## src/rtl/la_capture_ctrl_if.sv

```systemverilog
// Sample-buffer RAM port bundle between the capture sequencer (master) and the
// simple-dual-port la_ram (slave).
interface la_capture_ctrl_if #(
    parameter int ADDR_WIDTH = 17,
    parameter int DATA_WIDTH = 8
);
    logic [ADDR_WIDTH-1:0] ram_wr_addr;
    logic [DATA_WIDTH-1:0] ram_wr_data;
    logic                  ram_wr_en;
    logic [ADDR_WIDTH-1:0] ram_rd_addr;
    logic [DATA_WIDTH-1:0] ram_rd_data;

    modport master (
        output ram_wr_addr,
        output ram_wr_data,
        output ram_wr_en,
        output ram_rd_addr,
        input  ram_rd_data
    );

    modport slave (
        input  ram_wr_addr,
        input  ram_wr_data,
        input  ram_wr_en,
        input  ram_rd_addr,
        output ram_rd_data
    );
endinterface

```

## src/rtl/la_capture_ctrl.sv

```systemverilog
// Logic-analyzer capture sequencer: circular pre-trigger fill, masked-value
// trigger, fixed post-trigger count, then oldest-first readout of the buffer.
module la_capture_ctrl #(
    parameter int ADDR_WIDTH = 17,
    parameter int DATA_WIDTH = 8
) (
    input  logic                  clk,
    input  logic                  rst,
    input  logic                  arm,
    input  logic                  abort,
    input  logic [ADDR_WIDTH-1:0] pre_depth,
    input  logic [DATA_WIDTH-1:0] trig_mask,
    input  logic [DATA_WIDTH-1:0] trig_value,
    input  logic [DATA_WIDTH-1:0] sample_in,
    input  logic                  sample_valid,
    la_capture_ctrl_if.master     ram,
    input  logic                  rd_start,
    output logic [DATA_WIDTH-1:0] rd_data,
    output logic                  rd_valid,
    output logic                  rd_last,
    output logic [ADDR_WIDTH-1:0] trig_addr,
    output logic                  done,
    output logic                  busy
);

    localparam int CW = ADDR_WIDTH + 1;
    localparam logic [CW-1:0] DEPTH_M1 = {1'b0, {ADDR_WIDTH{1'b1}}};

    localparam logic [2:0] S_IDLE = 3'd0;
    localparam logic [2:0] S_PRE  = 3'd1;
    localparam logic [2:0] S_WAIT = 3'd2;
    localparam logic [2:0] S_POST = 3'd3;
    localparam logic [2:0] S_DONE = 3'd4;
    localparam logic [2:0] S_READ = 3'd5;

    logic [2:0]            state;
    logic [ADDR_WIDTH-1:0] pre_len;
    logic [DATA_WIDTH-1:0] mask_q;
    logic [DATA_WIDTH-1:0] value_q;
    logic [ADDR_WIDTH-1:0] wr_ptr;
    logic [ADDR_WIDTH-1:0] rd_ptr;
    logic [CW-1:0]         cnt;

    logic [CW-1:0] cnt_next;
    logic [CW-1:0] pre_ext;
    logic [CW-1:0] post_len;
    logic          hit;
    logic          capturing;
    logic          take;

    assign cnt_next  = cnt + 1'b1;
    assign pre_ext   = {1'b0, pre_len};
    assign post_len  = DEPTH_M1 - pre_ext;
    assign hit       = ((sample_in ^ value_q) & mask_q) == '0;
    assign capturing = (state == S_PRE) || (state == S_WAIT) || (state == S_POST);
    assign take      = capturing && sample_valid && !abort;

    assign done    = (state == S_DONE);
    assign busy    = capturing || (state == S_READ);
    assign rd_data = rd_valid ? ram.ram_rd_data : '0;
    assign ram.ram_rd_addr = rd_ptr;

    // Pre/post counts and readout length share one counter; abort overrides everything.
    always_ff @(posedge clk or posedge rst) begin
        if (rst) begin
            state           <= S_IDLE;
            pre_len         <= '0;
            mask_q          <= '0;
            value_q         <= '0;
            wr_ptr          <= '0;
            rd_ptr          <= '0;
            cnt             <= '0;
            trig_addr       <= '0;
            rd_valid        <= 1'b0;
            rd_last         <= 1'b0;
            ram.ram_wr_en   <= 1'b0;
            ram.ram_wr_addr <= '0;
            ram.ram_wr_data <= '0;
        end else begin
            ram.ram_wr_en <= 1'b0;
            rd_valid      <= 1'b0;
            rd_last       <= 1'b0;

            if (abort) begin
                state <= S_IDLE;
            end else begin
                case (state)
                    S_IDLE, S_DONE: begin
                        if (arm) begin
                            pre_len <= pre_depth;
                            mask_q  <= trig_mask;
                            value_q <= trig_value;
                            wr_ptr  <= '0;
                            cnt     <= '0;
                            state   <= (pre_depth == '0) ? S_WAIT : S_PRE;
                        end else if ((state == S_DONE) && rd_start) begin
                            rd_ptr <= trig_addr - pre_len;
                            cnt    <= '0;
                            state  <= S_READ;
                        end
                    end
                    S_PRE: begin
                        if (sample_valid) begin
                            cnt <= cnt_next;
                            if (cnt_next == pre_ext) state <= S_WAIT;
                        end
                    end
                    S_WAIT: begin
                        if (sample_valid && hit) begin
                            trig_addr <= wr_ptr;
                            cnt       <= '0;
                            state     <= (post_len == '0) ? S_DONE : S_POST;
                        end
                    end
                    S_POST: begin
                        if (sample_valid) begin
                            cnt <= cnt_next;
                            if (cnt_next == post_len) state <= S_DONE;
                        end
                    end
                    S_READ: begin
                        rd_valid <= 1'b1;
                        rd_last  <= (cnt == DEPTH_M1);
                        rd_ptr   <= rd_ptr + 1'b1;
                        cnt      <= cnt_next;
                        if (cnt == DEPTH_M1) state <= S_DONE;
                    end
                    default: state <= S_IDLE;
                endcase
            end

            // Every accepted sample lands at wr_ptr one cycle later, wrapping circularly.
            if (take) begin
                ram.ram_wr_en   <= 1'b1;
                ram.ram_wr_addr <= wr_ptr;
                ram.ram_wr_data <= sample_in;
                wr_ptr          <= wr_ptr + 1'b1;
            end
        end
    end

endmodule

```

## src/flat_wrapper.sv

```systemverilog
// flat-port wrapper written by rule: the top's interface ports become plain ports
module la_capture_ctrl_flat 
#(
    parameter int ADDR_WIDTH = 17,
    parameter int DATA_WIDTH = 8
)
  (clk, rst, arm, abort, pre_depth, trig_mask, trig_value, sample_in, sample_valid, rd_start, rd_data, rd_valid, rd_last, trig_addr, done, busy, ram_ram_wr_addr, ram_ram_wr_data, ram_ram_wr_en, ram_ram_rd_addr, ram_ram_rd_data);
  la_capture_ctrl_if #(.ADDR_WIDTH(ADDR_WIDTH), .DATA_WIDTH(DATA_WIDTH)) ram_i ();
  input  logic clk;
  input  logic rst;
  input  logic arm;
  input  logic abort;
  input  logic [ADDR_WIDTH-1:0] pre_depth;
  input  logic [DATA_WIDTH-1:0] trig_mask;
  input  logic [DATA_WIDTH-1:0] trig_value;
  input  logic [DATA_WIDTH-1:0] sample_in;
  input  logic sample_valid;
  input  logic rd_start;
  output logic [DATA_WIDTH-1:0] rd_data;
  output logic rd_valid;
  output logic rd_last;
  output logic [ADDR_WIDTH-1:0] trig_addr;
  output logic done;
  output logic busy;
  output wire logic [$bits(ram_i.ram_wr_addr)-1:0] ram_ram_wr_addr;
  output wire logic [$bits(ram_i.ram_wr_data)-1:0] ram_ram_wr_data;
  output wire logic [$bits(ram_i.ram_wr_en)-1:0] ram_ram_wr_en;
  output wire logic [$bits(ram_i.ram_rd_addr)-1:0] ram_ram_rd_addr;
  input wire logic [$bits(ram_i.ram_rd_data)-1:0] ram_ram_rd_data;
  assign ram_ram_wr_addr = ram_i.ram_wr_addr;
  assign ram_ram_wr_data = ram_i.ram_wr_data;
  assign ram_ram_wr_en = ram_i.ram_wr_en;
  assign ram_ram_rd_addr = ram_i.ram_rd_addr;
  assign ram_i.ram_rd_data = ram_ram_rd_data;
  la_capture_ctrl #(.ADDR_WIDTH(ADDR_WIDTH), .DATA_WIDTH(DATA_WIDTH)) u_core (.clk(clk), .rst(rst), .arm(arm), .abort(abort), .pre_depth(pre_depth), .trig_mask(trig_mask), .trig_value(trig_value), .sample_in(sample_in), .sample_valid(sample_valid), .ram(ram_i), .rd_start(rd_start), .rd_data(rd_data), .rd_valid(rd_valid), .rd_last(rd_last), .trig_addr(trig_addr), .done(done), .busy(busy));
endmodule
```

## config.mk

```make
export PLATFORM = sky130hd
export DESIGN_NAME = la_capture_ctrl_flat
export DESIGN_NICKNAME = d
export VERILOG_FILES = /design/src/rtl/la_capture_ctrl_if.sv /design/src/rtl/la_capture_ctrl.sv /design/src/flat_wrapper.sv
export SDC_FILE = /design/constraint.sdc
export NUM_CORES = 1
export LEC_CHECK = 0
export CAP_MARGIN = 10
export CORE_MARGIN = 3
export CORE_UTILIZATION = 35
export CTS_CLUSTER_SIZE = 40
export DETAILED_ROUTE_END_ITERATION = 8
export GPL_TIMING_DRIVEN = 0
export REMOVE_ABC_BUFFERS = 1
export SLEW_MARGIN = 10
export SYNTH_ARGS = -nofsm -noshare
export SYNTH_HDL_FRONTEND = slang
export SYNTH_SLANG_ARGS = --single-unit
export TNS_END_PERCENT = 100
```

## constraint.sdc

```tcl
create_clock -name clk -period 4.8 [get_ports clk]
set_input_delay 0.48 -clock clk [delete_from_list [all_inputs] [get_ports clk]]
set_output_delay 0.48 -clock clk [all_outputs]
set_load 0.02 [all_outputs]
```

# --- Word level (Yosys, flattened, before mapping) ---
# Cells that the tools add are included.
word_totals:
  register_bits: 133
  input_bits: 55
  output_inout_bits: 72
  elab_cells: 96
classes:
  addsub: 5
  n_eq_ne: 21
  muxes: 30
  bitwise_logic: 3
  reduce_logical: 24
op_table:
  columns: ["operator", "n"]
  rows:
  - ["$mux W17", 6]
  - ["$mux W18", 4]
  - ["$pmux W18 S4", 1]
  - ["$add A17 B1 Y17 const B", 2]
  - ["$pmux W17 S2", 1]
  - ["$mux W3", 10]
  - ["$add A18 B1 Y18 const B", 1]
  - ["$eq A18 B17 Y1", 1]
  - ["$eq A18 B17 Y1 const B", 1]
  - ["$eq A18 B18 Y1", 1]
  - ["$logic_not A18 Y1", 1]
  - ["$ne A3 B3 Y1 const B", 6]
  - ["$sub A17 B17 Y18 const A", 1]
  - ["$logic_not A17 Y1", 1]
  - ["$sub A17 B17 Y17", 1]
  - ["$pmux W3 S5", 1]
  - ["$reduce_and A3 Y1", 3]
  - ["$and A8 B8 Y8", 1]
  - ["$logic_not A8 Y1", 1]
  - ["$mux W8", 1]
  - ["$xor A8 B8 Y8", 1]
  - ["$reduce_and A7 Y1", 1]
  - ["$eq A3 B2 Y1 const B", 2]
  - ["$eq A3 B3 Y1 const B", 2]
  - ["other kinds (17)", 32]

# --- Longest topological paths before layout ---
depth:
  ltp_word: 7
  depth_mapped: 11
  ltp_nobuf: 11

# --- Worst setup path before layout ---
# Ideal clock, no wire load.
synth_path:
  kind: "reg2reg"
  startpoint: "register u_core.trig_addr[0]"
  endpoint: "register u_core.rd_ptr[16], in the netlist u_core.ram.ram_rd_addr[16]"
  arrival_time_ps: 2422
  t_required_ps: 4722
  setup_slack_ps: 2300
  stages_incl_launch_ff: 12
  period_less_slack_ps: 2500
  path_cell_list: "dfrtp_1 > inv_1 > ha_1 > fa_1 > nor2b_1 > o31a_1 > o221ai_1 > a21oi_1 > a31oi_1 > o21ai_0 > mux2i_1 > o2bb2ai_1"
synth_between:
  elab_chain_cells: 4
synth_lines:
  columns: ["element", "line", "source"]
  rows:
  - ["start: declaration", "la_capture_ctrl.sv:21", "output logic [ADDR_WIDTH-1:0] trig_addr,"]
  - ["start signal: assignment", "la_capture_ctrl.sv:110", "trig_addr <= wr_ptr;"]
  - ["$sub A17 B17 Y17", "la_capture_ctrl.sv:97", "rd_ptr <= trig_addr - pre_len;"]
  - ["$mux W17", "la_capture_ctrl.sv:96", "end else if ((state == S_DONE) && rd_start) begin"]
  - ["$mux W17", "la_capture_ctrl.sv:89", "if (arm) begin"]
  - ["$pmux W17 S2", "la_capture_ctrl.sv:87", "case (state)"]
  - ["end signal: assignment", "la_capture_ctrl.sv:97", null]
  - ["end signal: assignment", "la_capture_ctrl.sv:124", "rd_ptr <= rd_ptr + 1'b1;"]
  - ["end: declaration", "la_capture_ctrl.sv:41", "logic [ADDR_WIDTH-1:0] rd_ptr;"]
# No other way between the ends. The select of a mux whose other input is x is not followed.
# A chain may end at the register's enable or synchronous reset.

# --- Worst setup path in the final report ---
layout_path:
  startpoint: "register u_core.state[0]"
  endpoint: "register u_core.wr_ptr[6]"
layout_between:
  elab_chain_cells: 7
  elab_cells_between_ends: 15
  cone_classes: "eq/ne (5); mux (1); reduce/logical (9)"
layout_lines:
  columns: ["element", "line", "source"]
  rows:
  - ["start: declaration", "la_capture_ctrl.sv:36", "logic [2:0] state;"]
  - ["start signal: assignment", "la_capture_ctrl.sv:95", "state <= (pre_depth == '0) ? S_WAIT : S_PRE;"]
  - ["start signal: assignment", "la_capture_ctrl.sv:112", "state <= (post_len == '0) ? S_DONE : S_POST;"]
  - ["$eq A3 B1 Y1 or $eq A3 B2 Y1 (tied branches)", "la_capture_ctrl.sv:55", "assign capturing = (state == S_PRE) || (state == S_WAIT) || (state == S_POST);"]
  - ["$logic_or A1 B1 Y1 (2 in a row)", "la_capture_ctrl.sv:55", null]
  - ["$logic_and A1 B1 Y1 (2 in a row)", "la_capture_ctrl.sv:56", "assign take = capturing && sample_valid && !abort;"]
  - ["$ne A2 B1 Y1 (no line) or $reduce_bool A2 Y1 (tied branches)", null, null]
  - ["$reduce_and A3 Y1 (no line)", null, null]
  - ["end signal: assignment", "la_capture_ctrl.sv:137", "wr_ptr <= wr_ptr + 1'b1;"]
  - ["end: declaration", "la_capture_ctrl.sv:40", "logic [ADDR_WIDTH-1:0] wr_ptr;"]
# Several ways; a longest one is shown, not always the timed one.

==> impl_metrics.py <==
metrics = {
    "grt": {
        "first_global_vias": 6661,
        "grt_pass1_wl_mm": 35.9,
        "largest_net_degree_at_the_start_of_global_routing": 84,
        "gr-total-overflow": 0,
        "grt_usage_pct": 18.6,
        "antenna_violations_before_repair": 1,
    },
    "logic_synthesis": {
        "synth.lib_cells_used.distinct": 68,
        "syn_inst": 901,
        "muxShareOfSynthArea_pct": 3.25,
        "avgSynthCellArea_um2": 8.55,
        "synth-edff-count": 0,
        "ys_seq_area_share_pct": 43.2,
        "ys.warnings.count": 0,
        "largest_family_of_logic_cells_by_synthesized_area": "simple AND/OR/NAND/NOR gates",
        "ys_seq_elements": 133,
        "synth_simple_gate_area_share_pct": 24.7,
        "synthXorXnorAreaFrac_pct": 5.23,
        "synthAdderAreaFrac_pct": 3.35,
        "async_flop_share_pct": 100,
        "dominantRegCellSynth": "dfrtp_1",
        "synth_compound_gate_area_share_pct": 16.0,
        "post_synth_instance_area_um2": 7700,
    },
    "final_layout": {
        "layout-drive-gt1-share_pct": 7.36,
        "diodes": 0,
        "area.growth.synth_to_final_pct": 27.2,
        "finish.cell_count_without_fillers": 1294,
        "final_nets": 1081,
    },
    "cts": {
        "cts_hold_buffers": 0,
        "cts.repair_timing.setup_buffer_count": 0,
        "clk_transition_reported_paths_ns": 0.07,
        "clock_insertion_delay_worst_skew_ns": 0.43,
        "cts_max_path_buffers": 2,
        "post_cts.resized_instances": 0,
        "htree_levels": 4,
        "cts.sink_count": 133,
        "cts_tree": "yes",
        "number_of_buffers_inserted_during_clock_tree_synthesis": 17,
        "clock_tree.root_cell": "clkbuf_16",
    },
    "floorplan": {
        "std_cell_rows": 53,
        "core_um2": 21400,
        "fp.dieArea_um2": 23800,
        "start_util_pct": 36.1,
        "die_w_um": 154,
        "floorplan.io_pins": 127,
        "die_height_um": 154,
    },
    "timing": {
        "slew_violations": 0,
        "timing.final.ws_setup_ns": 1.10,
        "finalSetupViolCount": 0,
        "layout_worst_path_cycle_share_pct": 77.0,
        "fmax_mhz": 271,
        "rsz0062_at_grt": "false",
        "hold_ws_ns": 0.478,
        "timing_hold_violations_final": 0,
        "worst_pin_slew_ns": 1.07,
        "skew_ns": 0.0120,
        "slew-limit-headroom_pct": 28.8,
        "fin_crit_ns": 3.70,
    },
    "placed_design": {
        "post-place-ws_ns": 1.03,
        "placement.io_buffers": 126,
        "dp_cells": 1262,
        "routabilityCongestion": 0.868,
        "detailed_place_hpwl_mm": 15.7,
    },
    "worst_setup_path": {
        "timing.critical_path.required_ns": 5.10,
        "worst_r2r_startpoint": "u_core.state[0]$_DFFE_PP0P_",
        "start_kind": "flip-flop",
        "worst_setup_path_end_kind": "flip-flop",
        "setup.worst_path.start": "u_core.state[0]$_DFFE_PP0P_",
        "timing.setup.critical_path_class": "reg -> reg",
        "worst-endpoint-arrival_ns": 4.00,
        "rr_worst_depth": 7,
        "critical_path_peak_fanout": 40,
        "timing.reg2reg.setup_slack_ns": 1.10,
        "r2r-end": "u_core.wr_ptr[6]$_DFFE_PP0P_",
    },
    "routing": {
        "drt_iter0_markers": 479,
        "drt_drc_violations_left": 0,
        "ant_nets": 0,
        "vias_per_cell": 5.33,
        "wl_mm": 22.0,
        "route.detailed.wl_per_inst_um": 17.0,
        "via_count": 6895,
        "detailedRoute.firstPassIterationCount": 5,
    },
    "power_and_ir_drop": {
        "total_power_mw": 5.15,
        "worst_ir_drop_vdd_uv": 272,
        "static-leakage-power_nw": 4.31,
        "powerDensity_nw_per_um2": 525,
    },
    "flow_run": {
        "maxCapViolations": 0,
    },
    "worst_hold_path": {
        "hold_class": "in -> async",
    },
    "outcome": {
        "outcome": "finished clean",
    },
}
-- flip-flops by register name, indices dropped and copies added, names as in the netlist --
signal,cells
u_core.rd_valid,1
u_core.ram.ram_wr_en,1
u_core.cnt,18
u_core.rd_last,1
u_core.ram.ram_wr_data,8
u_core.ram.ram_rd_addr,17
u_core.trig_addr,17
u_core.state,3
u_core.wr_ptr,17
u_core.pre_len,17
u_core.mask_q,8
u_core.ram.ram_wr_addr,17
u_core.value_q,8
-- final cells by class --
| cell class | instances | area (µm²) |
|---|---|---|
| timing repair buffer | 130 | 1320 |
| fill | 2141 | 11600 |
| multi-input combinational | 693 | 4060 |
| sequential | 133 | 3330 |
| clock buffer | 19 | 433 |
| tap | 275 | 344 |
| inverter | 31 | 121 |
| clock inverter | 13 | 194 |
-- stage by stage --
| step | cell area (µm²) | util [%] | setup TNS (ns) |
|---|---|---|---|
| after floorplan | 7490 | - | 0 |
| after global placement | 9090 | 42.6 | -190.87 |
| after detailed placement | 9170 | 42.9 | 0 |
| after CTS | 9800 | 45.9 | 0 |
| after global routing | 9800 | 45.9 | 0 |
| final | 9800 | 45.9 | 0 |
-- worst max path at each step --
stage	end	slack [ns]	cells past startpoint
2_1_floorplan	u_core.cnt[0]$_DFFE_PP0P_	0.77	1
3_3_place_gp	u_core.ram.ram_wr_data[2]$_DFFE_PP0P_	-1.45	2
3_5_place_dp	u_core.wr_ptr[4]$_DFFE_PP0P_	1.03	7
4_1_cts	u_core.wr_ptr[6]$_DFFE_PP0P_	1.05	7
5_1_grt	u_core.wr_ptr[6]$_DFFE_PP0P_	0.68	7
6_report	u_core.wr_ptr[6]$_DFFE_PP0P_	1.10	7
-- synthesized netlist by cell type (10+ instances only) --
master    number  area [µm²]
nand3_1       30         150
a21oi_1       45         225
and2_1        10        62.6
o31ai_1       10        75.1
mux2_2        16         180
ha_1          19         238
inv_1         30         113
dfrtp_1      133        3330
xor2_1        19         166
o21ai_0       69         345
clkbuf_1      29         109
nor4_1        10        62.6
xnor2_1       27         236
nand4_1       22         138
nor3_1        16        80.1
nor2_1        59         221
and3_1        11        68.8
nand2_1      201         754
-- metal layers --
| layer | part of all wire (%) | up-vias | global-route usage, % |
|---|---|---|---|
| met2 | 43 | 226 | 27.2 |
| met3 | 7.6 | 30 | 5.74 |
| met5 | 0.041 | - | 0 |
| met4 | 1.8 | 2 | 5.68 |
| li1 | - | 3374 | - |
| met1 | 47 | 3263 | 26.6 |
-- layout by cell type (no fill, tap or decap), types with 22 or more instances in the layout --
master	synthesis	final
a21oi_1	45	45
nand4_1	22	22
xnor2_1	27	27
nor2_1	59	58
nand3_1	30	29
nand2_1	201	200
o21ai_0	69	69
clkdlybuf4s50_1	0	126
inv_1	30	29
dfrtp_1	133	133
-- power by group --
group	leakage, nW	switching, mW	total [mW]	internal, mW
Combinational	2.26	1.12	1.97	0.846
Sequential	1.74	0.349	1.76	1.41
Clock	0.303	0.539	1.42	0.878
-- worst max-delay path, stage by stage, from the launching register on --
cell and delay, ns:
dfrtp_1 0.96, nor2_1 0.17, nor3_1 0.22, nand2_2 0.47
inv_1 0.99, nor2_1 0.35, o21ai_0 0.26, o21ai_0 0.10
-- cell families after synthesis --
logic type / after synthesis
AO/OA/AOI/OAI: 200
XOR/XNOR: 46
adder cells (fa/ha/maj): 20
buffers and inverters: 75
multiplexers: 23
flip-flops: 133
AND/OR/NAND/NOR: 404
(Power assumes the default switching activity.)
